[src/rtl/matrix_pkg.sv]
// Shared types and helpers for the matrix result streamer.
package matrix_pkg;

  localparam int unsigned ELEM_W_DEF = 8;

  typedef enum logic [1:0] {
    ST_IDLE   = 2'd0,
    ST_STREAM = 2'd1,
    ST_DONE   = 2'd2
  } state_e;

  // Index width for a dimension of size n, never narrower than one bit.
  function automatic int unsigned idx_w(input int unsigned n);
    return (n <= 1) ? 1 : $clog2(n);
  endfunction

endpackage

[src/rtl/matrix_result_streamer_if.sv]
// Valid/ready element stream carrying a matrix element and its coordinates.
interface matrix_result_streamer_if
  import matrix_pkg::*;
#(
  parameter int unsigned ROWS = 3,
  parameter int unsigned COLS = 6,
  parameter int unsigned W    = ELEM_W_DEF
);

  logic                      out_valid;
  logic                      out_ready;
  logic [W-1:0]              out_data;
  logic [idx_w(ROWS)-1:0]    out_row;
  logic [idx_w(COLS)-1:0]    out_col;
  logic                      out_last;

  modport master (
    output out_valid, out_data, out_row, out_col, out_last,
    input  out_ready
  );

  modport slave (
    input  out_valid, out_data, out_row, out_col, out_last,
    output out_ready
  );

endinterface

[src/rtl/mat_index_counter.sv]
// Row-major (row, col) position counter with column wrap and final-row flags.
module mat_index_counter
  import matrix_pkg::*;
#(
  parameter int unsigned ROWS = 3,
  parameter int unsigned COLS = 6
) (
  input  logic                   clk,
  input  logic                   rst_n,
  input  logic                   clr,
  input  logic                   inc,
  output logic [idx_w(ROWS)-1:0] row,
  output logic [idx_w(COLS)-1:0] col,
  output logic                   wrap,
  output logic                   last
);

  localparam int unsigned RW = idx_w(ROWS);
  localparam int unsigned CW = idx_w(COLS);

  assign wrap = (col == CW'(COLS - 1));
  assign last = (row == RW'(ROWS - 1));

  // Advancing past the final element returns to (0,0).
  always_ff @(posedge clk or negedge rst_n) begin
    if (!rst_n) begin
      row <= '0;
      col <= '0;
    end else if (clr) begin
      row <= '0;
      col <= '0;
    end else if (inc) begin
      if (wrap) begin
        col <= '0;
        row <= last ? '0 : row + RW'(1);
      end else begin
        col <= col + CW'(1);
      end
    end
  end

endmodule

[src/rtl/matrix_result_streamer.sv]
// Captures a flat matrix on start and streams its elements row-major over a
// valid/ready interface, pulsing done after the final element is accepted.
module matrix_result_streamer
  import matrix_pkg::*;
#(
  parameter int unsigned ROWS = 3,
  parameter int unsigned COLS = 6,
  parameter int unsigned W    = ELEM_W_DEF
) (
  input  logic                    clk,
  input  logic                    rst_n,
  input  logic                    start,
  input  logic [ROWS*COLS*W-1:0]  mat_in,
  output logic                    busy,
  output logic                    done,
  matrix_result_streamer_if.master strm
);

  localparam int unsigned RW = idx_w(ROWS);
  localparam int unsigned CW = idx_w(COLS);

  localparam logic [1:0] IDLE   = 2'(ST_IDLE);
  localparam logic [1:0] STREAM = 2'(ST_STREAM);
  localparam logic [1:0] DONE   = 2'(ST_DONE);

  logic [1:0]                       state;
  logic [1:0]                       state_nxt;
  logic [ROWS-1:0][COLS-1:0][W-1:0] cap;
  logic [RW-1:0]                    row;
  logic [CW-1:0]                    col;
  logic                             idx_wrap;
  logic                             idx_last;
  logic                             valid_q;
  logic                             capture_c;
  logic                             xfer_c;
  logic                             final_c;

  assign xfer_c  = valid_q & strm.out_ready;
  assign final_c = idx_wrap & idx_last;

  mat_index_counter #(
    .ROWS (ROWS),
    .COLS (COLS)
  ) u_idx (
    .clk   (clk),
    .rst_n (rst_n),
    .clr   (capture_c),
    .inc   (xfer_c),
    .row   (row),
    .col   (col),
    .wrap  (idx_wrap),
    .last  (idx_last)
  );

  // Next-state and capture decision.
  always_comb begin
    state_nxt = state;
    capture_c = 1'b0;
    case (state)
      IDLE: begin
        if (start) begin
          state_nxt = STREAM;
          capture_c = 1'b1;
        end
      end
      STREAM: begin
        if (xfer_c && final_c) begin
          state_nxt = DONE;
        end
      end
      DONE:    state_nxt = IDLE;
      default: state_nxt = IDLE;
    endcase
  end

  always_ff @(posedge clk or negedge rst_n) begin
    if (!rst_n) begin
      state   <= IDLE;
      valid_q <= 1'b0;
      busy    <= 1'b0;
      done    <= 1'b0;
      cap     <= '0;
    end else begin
      state   <= state_nxt;
      valid_q <= (state_nxt == STREAM);
      busy    <= (state_nxt == STREAM);
      done    <= (state_nxt == DONE);
      if (capture_c) begin
        cap <= mat_in;
      end
    end
  end

  // Element and coordinates decode from the capture and index registers, so
  // they hold while the index is not advancing.
  assign strm.out_valid = valid_q;
  assign strm.out_data  = cap[row][col];
  assign strm.out_row   = row;
  assign strm.out_col   = col;
  assign strm.out_last  = valid_q & final_c;

endmodule

[src/flat_wrapper.sv]
// flat-port wrapper written by rule: the top's interface ports become plain ports
module matrix_result_streamer_flat import matrix_pkg::*;
#(
  parameter int unsigned ROWS = 3,
  parameter int unsigned COLS = 6,
  parameter int unsigned W    = ELEM_W_DEF
)
  (clk, rst_n, start, mat_in, busy, done, strm_out_valid, strm_out_data, strm_out_row, strm_out_col, strm_out_last, strm_out_ready);
  matrix_result_streamer_if #(.ROWS(ROWS), .COLS(COLS), .W(W)) strm_i ();
  input  logic clk;
  input  logic rst_n;
  input  logic start;
  input  logic [ROWS*COLS*W-1:0] mat_in;
  output logic busy;
  output logic done;
  output wire logic [$bits(strm_i.out_valid)-1:0] strm_out_valid;
  output wire logic [$bits(strm_i.out_data)-1:0] strm_out_data;
  output wire logic [$bits(strm_i.out_row)-1:0] strm_out_row;
  output wire logic [$bits(strm_i.out_col)-1:0] strm_out_col;
  output wire logic [$bits(strm_i.out_last)-1:0] strm_out_last;
  input wire logic [$bits(strm_i.out_ready)-1:0] strm_out_ready;
  assign strm_out_valid = strm_i.out_valid;
  assign strm_out_data = strm_i.out_data;
  assign strm_out_row = strm_i.out_row;
  assign strm_out_col = strm_i.out_col;
  assign strm_out_last = strm_i.out_last;
  assign strm_i.out_ready = strm_out_ready;
  matrix_result_streamer #(.ROWS(ROWS), .COLS(COLS), .W(W)) u_core (.clk(clk), .rst_n(rst_n), .start(start), .mat_in(mat_in), .busy(busy), .done(done), .strm(strm_i));
endmodule
[config.mk]
export PLATFORM = sky130hd
export DESIGN_NAME = matrix_result_streamer_flat
export DESIGN_NICKNAME = d
export VERILOG_FILES = /design/src/rtl/matrix_pkg.sv /design/src/rtl/matrix_result_streamer_if.sv /design/src/rtl/mat_index_counter.sv /design/src/rtl/matrix_result_streamer.sv /design/src/flat_wrapper.sv
export SDC_FILE = /design/constraint.sdc
export NUM_CORES = 1
export LEC_CHECK = 0
export ABC_CLOCK_PERIOD_IN_PS = 2800
export CAP_MARGIN = 5
export CORE_UTILIZATION = 25
export DETAILED_ROUTE_END_ITERATION = 8
export GPL_ROUTABILITY_DRIVEN = 0
export PLACE_DENSITY = 0.44
export SLEW_MARGIN = 5
export SYNTH_ARGS = -nofsm -noshare
export SYNTH_HDL_FRONTEND = slang
export SYNTH_SLANG_ARGS = --single-unit
export TNS_END_PERCENT = 10
[constraint.sdc]
create_clock -name clk -period 2.8 [get_ports clk]
set_input_delay 0.28 -clock clk [delete_from_list [all_inputs] [get_ports clk]]
set_output_delay 0.28 -clock clk [all_outputs]
set_load 0.005 [all_outputs]
==> results.ini, run 1 <==
[run_status]
status = completed

[yosys]
seq_area_frac_synth_pct = 54.2
synth_area_um2 = 7060
synth_flop_cell = dfrtp_1
ys_seq_elements = 153
synth_top_area_cell = dfrtp_1
yosys-top-cells-area = dfrtp_1 54%, mux2_1 24%, mux2_2 3.0%
synth_area_per_cell_um2 = 13.6
synth-async-reset-ratio_pct = 100
ys_warn_count = 0
synth_edf_count = 0
yosysMostFrequentCell = dfrtp_1
syn_nets = 666
synth_common_cells = 153 x dfrtp_1, 149 x mux2_1, 27 x buf_2
syn_inst = 518
synth.distinct_cells = 33
yosys.area.top_type_share_pct = 54.2

[clock_network]
clkSinkCount = 153
cts_made_buffers = 17
cts_tree = yes
cts-root-buf = clkbuf_16
cts.reportedPaths.clkPinSlew_ns = 0.07
insertion_delay_ns = 0.43
clockBufferDepth = 2
ctsHtreeMaxLevel = 4

[timing]
layout_min_cycle_time_ns = 2.69
rsz0062_at_grt = no
setup_viol = 0
hold_violations = 0
slew_viol_final = 0
timing.final.ws_setup_ns = 0.111
relSlewSlack_pct = 52.7
worst_pin_slew_ns = 0.709
timing.fmax_mhz = 372
final.period_utilization_pct = 96.0
whs_ns = 0.403
skew_ns = 0.00769

[global_routing]
grt_pass1_vias = 5102
grt_first_pass_wirelength_um = 31100
grt_max_degree = 70
grtUsageTotal_pct = 14.9
overflow = 0
antenna_found_initial = 0

[die]
fp-row-count = 61
start_util_pct = 25.4
core_um2 = 27800
io_pins = 165
die_area_um2 = 28900
die_h_um = 170
dieWidth_um = 170

[final_layout]
fill_cells = 2754
area_growth_pct = 40.0
multi_input_area_um2 = 2980
nets = 831
num_antenna_cells = 0
regArea_um2 = 3830
post_route_cells_drive_above_1_share_pct = 11.9

[route]
firstDrtPassIters = 4
wl_per_cell_um = 19.4
dr.first_iter.drc_count = 215
drc_errors = 0
wirelength_um = 20900
routed-via-count = 4806
via_per_inst = 4.47
ant_nets = 0

[pwr]
ir_worst_vdd_v = 0.000481
power.net_switching_mw = 3.62
power_mw = 10.5
combPwrFrac_pct = 39.9
clockPowerShare_pct = 23.1
pwr-share-seq_pct = 37.0
leakage_nw = 4.09
p_per_area_nw_per_um2 = 1060
p_int_mw = 6.88
switching_share_pct = 34.5

[critical_path]
cp_slowest_cell = dfrtp_2
path_class = reg -> out
path_delay_family = buffers and inverters
required_ns = 2.52
start_kind = flip-flop
r2r_cells = 4
cp-end-kind = output port
crit_chain = buf_12, nor2b_4, buf_12, buf_4, o2bb2ai_1, o211ai_1, nand3_1, dlygate4sd2_1
max_stage_delay_ns = 0.45
crit_fanout = 24
cp_data_arrival_time_ns = 2.41
cp_num_cells = 8
cp_common_cell = buf_12
path_buf_inv = 4

[placement]
place_ws_ns = 0.302
hpwl_um = 15300
portBuffers = 164

[hold_path]
min_path_cells = 3
min_path_type = in -> reg

[job]
drv_cap = 0

-- cells in the final DEF, fill, tap and decap left out, types with 2 or more instances in the layout --
cell type and count:
dlymetal6s2s_1 3, clkbuf_16 17, a22oi_1 16, nand3_1 9, dlygate4sd2_1 5, a21oi_1 4, o2bb2ai_1 8, nand2b_1 2
o21ai_1 8, dfrtp_1 152, clkinvlp_4 3, nand2_1 14, inv_1 8, o221ai_1 8, a221oi_1 14, mux2_1 149
bufinv_16 3, mux2_2 19, a211o_1 16, mux2i_1 16, o211ai_1 8, inv_6 6, buf_4 15, nor3_1 4
nor2_1 6, a221oi_2 2, buf_12 7, o21bai_1 2, clkdlybuf4s50_1 155
-- sequential cells by signal, summed over array words and instances, names as in the netlist --
signal,count
u_core.busy,1
u_core.done,1
u_core.u_idx.row,2
u_core.state,2
u_core.u_idx.col,3
u_core.cap,144
-- power groups by stage --
stage	clock [mW]	sequential (mW)	combinational, mW
after global placement	0	3.93	4.12
after global routing	2.60	4.03	4.56
after floorplan	0	3.67	2.64
final	2.42	3.89	4.20
after detailed placement	0	3.92	4.20
after CTS	2.50	3.90	4.27
-- through the flow --
| step | area, um^2 | cells | util (%) | setup TNS, ns |
|---|---|---|---|---|
| 6_report | 9880 | 1074 | 35.6 | 0 |
| 5_1_grt | 9880 | 1074 | 35.6 | 0 |
| 4_1_cts | 9850 | 1071 | 35.4 | -0.254 |
| 3_5_place_dp | 9150 | 1033 | 32.9 | 0 |
| 3_3_place_gp | 9150 | 1033 | 32.9 | 0 |
| 2_1_floorplan | 7060 | 518 | - | 0 |
-- final timing paths --
check	slack (ns)	startpoint	endpoint
setup / recovery	0.11	u_core.u_idx.row[1]	strm_out_data[1]
hold / removal	0.40	mat_in[66]	u_core.cap[66]
setup reg to reg	1.06	u_core.u_idx.col[0]	u_core.u_idx.row[1]
hold reg to reg	0.48	u_core.cap[27]	u_core.cap[27]
max in group asynchronous	1.54	rst_n	u_core.cap[122]
min in group asynchronous	0.42	rst_n	u_core.cap[91]
-- metal layers --
metal  GRT usage (%)  up-vias  share of wire (%)
li1                -     2265                  -
met1            20.2     2413                 48
met2            23.3      115                 47
met5               0        -                  0
met3            3.81       13                4.8
met4            3.88        0               0.90
-- cell type report --
cell class,count,share of cell area (%)
inverters,9,0.342
flip-flops and latches,153,38.8
multi-input cells,313,30.1
well taps,378,4.79
clock buffers,18,4.34
repair buffers,189,19.8
clock inverters,14,1.87
-- timing repair --
item | in CTS | in global routing
endpoints found under the hold margin | 66 | 0
cloned | 1 | 0
hold buffers | 1 | 0
endpoints found under the setup margin | 8 | 3
setup buffers | 4 | 3
pin swaps | 0 | 2
resized for setup | 9 | 4
-- cell families after synthesis --
group	after synthesis	share of synthesized area (%)
xor gates and xnor gates	1	0.124
muxes	184	29.1
DFF	153	54.2
and+or+nand+nor	42	2.98
buffers and inverters	52	4.01
AOI/OAI and AO/OA	86	9.57
-- tightest hold or removal path, delay by kind of cell --
kind | cells | cell delay, ns
buffers and inverters | 1 | 0.40
AND/OR/NAND/NOR | 1 | 0.05
AO/OA/AOI/OAI | 1 | 0.05
No activity file was read; power rests on OpenSTA's default activity.
==> run 2, diff against run 1 <==
CORE_MARGIN = 3   (was unset)
==> run 2 against run 1 <==
  * Via count rose by 1.3%
  * Hold slack got worse by 0.0067 ns
  * Sequential share of layout area fell by 0.11 points
  * Routed wire length rose by 3.2%
  * Count of clock-buffer cells in the layout rose by 1
  * Critical path depth fell by 1
  * Largest power group unchanged
  * Highest routed layer unchanged
==> results.ini, run 2 (synthesis gave the netlist of run 1 again) <==
[run_status]
status = completed

[die]
dieWidth_um = 174  ; +2.4%
die_area_um2 = 30300  ; +4.8%
die_h_um = 174  ; +2.4%
io_pins = 165  ; unchanged
start_util_pct = 25.8  ; +0.42 points
fp-row-count = 60  ; -1.6%
core_um2 = 27300  ; -1.6%

[global_routing]
grt_pass1_vias = 5403  ; +5.9%
antenna_found_initial = 0  ; unchanged
overflow = 0  ; unchanged
grt_util_met3_pct = 3.43  ; -0.38 points
gr-usage-met1_pct = 18.7  ; -1.6 points
grtUsageTotal_pct = 14.4  ; -0.43 points
grt_max_degree = 66  ; -5.7%
grt_first_pass_wirelength_um = 33100  ; +6.3%
grtUsageMet2_pct = 24.0  ; +0.75 points
busiest_layer = met2

[final_layout]
largest_register_ffs = 144  ; unchanged
final_cell_mix = 155 x clkdlybuf4s50_1, 151 x dfrtp_1, 149 x mux2_1, 19 x mux2_2, 17 x clkbuf_16
area_growth_pct = 40.5
top_register = u_core.cap
fill_cells = 2677  ; -2.8%
post_route_cells_drive_above_1_share_pct = 13.0  ; +1.1 points
nets = 835  ; +0.48%
reg_top3 = u_core.cap: 144 flops, u_core.u_idx.col: 3 flops
final_util_pct = 36.3  ; +0.71 points
layout_commonest_cell = clkdlybuf4s50_1
num_antenna_cells = 0  ; unchanged

[route]
wl_per_cell_um = 20.1  ; +3.4%
firstDrtPassIters = 4  ; unchanged
ant_nets = 0  ; unchanged
dr.first_iter.drc_count = 258  ; +20%
routed-via-count = 4870  ; +1.3%
drc_errors = 0  ; unchanged
via_per_inst = 4.54  ; +1.5%
wirelength_um = 21500  ; +3.2%

[critical_path]
max_stage_delay_ns = 0.45  ; about the same
r2r_cells = 4  ; unchanged
cp-end-kind = output port
cp_num_cells = 7  ; -1
path_class = reg -> out
required_ns = 2.52  ; about the same
cp_slowest_cell = dfrtp_2
crit_fanout = 7  ; -71%
r2r_start = u_core.u_idx.col[1]
crit_chain = buf_12, buf_4, mux2_2, a221oi_1, a211o_1, nand3_1, dlygate4sd2_1
endpoint = strm_out_data[7]
start_kind = flip-flop
path_delay_family = buffers and inverters
cp_data_arrival_time_ns = 2.40  ; about the same
path_buf_inv = 3  ; -1
crit_start = u_core.u_idx.row[1]
reg2reg_slack_ns = 0.94  ; -0.12 ns
r2r-end = u_core.u_idx.row[1]

[timing]
worst_pin_slew_ns = 0.635  ; -0.0737 ns
skew_ns = 0.00748  ; -0.000209 ns
rsz0062_at_grt = no
layout_min_cycle_time_ns = 2.68  ; -0.0114 ns
whs_ns = 0.397  ; -0.00669 ns
final.period_utilization_pct = 95.6  ; -0.41 points
relSlewSlack_pct = 57.6  ; +4.9 points
hold_violations = 0  ; unchanged
setup_viol = 0  ; unchanged
timing.fmax_mhz = 373  ; +0.43%
slew_viol_final = 0  ; unchanged
timing.final.ws_setup_ns = 0.122  ; +0.0114 ns
timing.setup.tns_ns = 0  ; unchanged

[clock_network]
cts_tree = yes
cts_made_buffers = 17  ; unchanged
clockBufferDepth = 2  ; unchanged
cts-root-buf = clkbuf_16
ctsHtreeMaxLevel = 4  ; unchanged
insertion_delay_ns = 0.43  ; about the same
cts.reportedPaths.clkPinSlew_ns = 0.07  ; about the same
clkSinkCount = 153  ; unchanged

[pwr]
p_per_area_nw_per_um2 = 1060  ; -0.60%
leakage_nw = 4.10  ; +0.23%
power_mw = 10.5  ; -0.27%
ir_worst_vdd_v = 0.000546  ; +14%

[job]
drv_cap = 0  ; unchanged

[placement]
portBuffers = 164  ; unchanged
hpwl_um = 16300  ; +6.1%
place_ws_ns = 0.220  ; -0.0819 ns

[hold_path]
min_path_type = in -> reg
min_path_cells = 3  ; unchanged

## run 2: cell types whose count changed in the layout (fill, tap and decap cells not counted), sizes merged
cell / before / now
clkbuf: 18 / 19
buf: 24 / 29
dlymetal6s2s: 3 / 2
bufbuf: 1 / 0
dlygate4sd2: 5 / 6
clkinv: 1 / 8
inv: 16 / 11
clkinvlp: 3 / 1
bufinv: 3 / 2
## run 2: area by class of cell
class                           count  area (um^2)  area share [%]
Clock inverter                     13          144            1.45
Timing Repair Buffer              193         1990            20.1
Sequential cell                   153         3830            38.6
Multi-Input combinational cell    313         3000            30.3
Tap cell                          372          465            4.70
Clock buffer                       19          443            4.47
Inverter                            9         36.3           0.366
## run 2: routing by layer
layer / vias to the layer above / wire [um]
met1: 2464 / 9550
met5: - / 0
met4: 0 / 285
met3: 17 / 1040
li1: 2262 / -
met2: 127 / 10700
## run 2: metrics by stage
stage | std cells | cell area (um^2)
after CTS | 1067 | 9850
after global placement | 1033 | 9210
final | 1072 | 9910
after floorplan | 518 | 7060
after global routing | 1072 | 9910
after detailed placement | 1033 | 9210
## run 2: worst min path at each step
stage	start	end	slack (ns)
finish	mat_in[67]	u_core.cap[67]	0.40
global route	mat_in[67]	u_core.cap[67]	0.39
CTS	mat_in[69]	u_core.cap[69]	0.38
detailed placement	rst_n	u_core.cap[136]	0.34
global placement	rst_n	u_core.cap[40]	0.32
floorplan	rst_n	u_core.busy	-0.02
## run 2: tightest hold or removal path, stage by stage
cell             delay [ns]
clkdlybuf4s50_1        0.40
nand2_1                0.06
o21ai_1                0.05
## run 2: timing repair
action | 4_1_cts | 5_1_grt
hold buffers | 1 | 0
pin swaps | 0 | 1
hold endpoints to repair | 62 | 0
setup buffers | 1 | 5
resized for setup | 11 | 9
setup endpoints to repair | 8 | 4
## run 2: report_power, final
part	internal [mW]	leakage (nW)	switching (mW)
clock	1.34	0.288	0.974
combinational	2.18	1.96	2.03
sequential	3.30	1.85	0.657
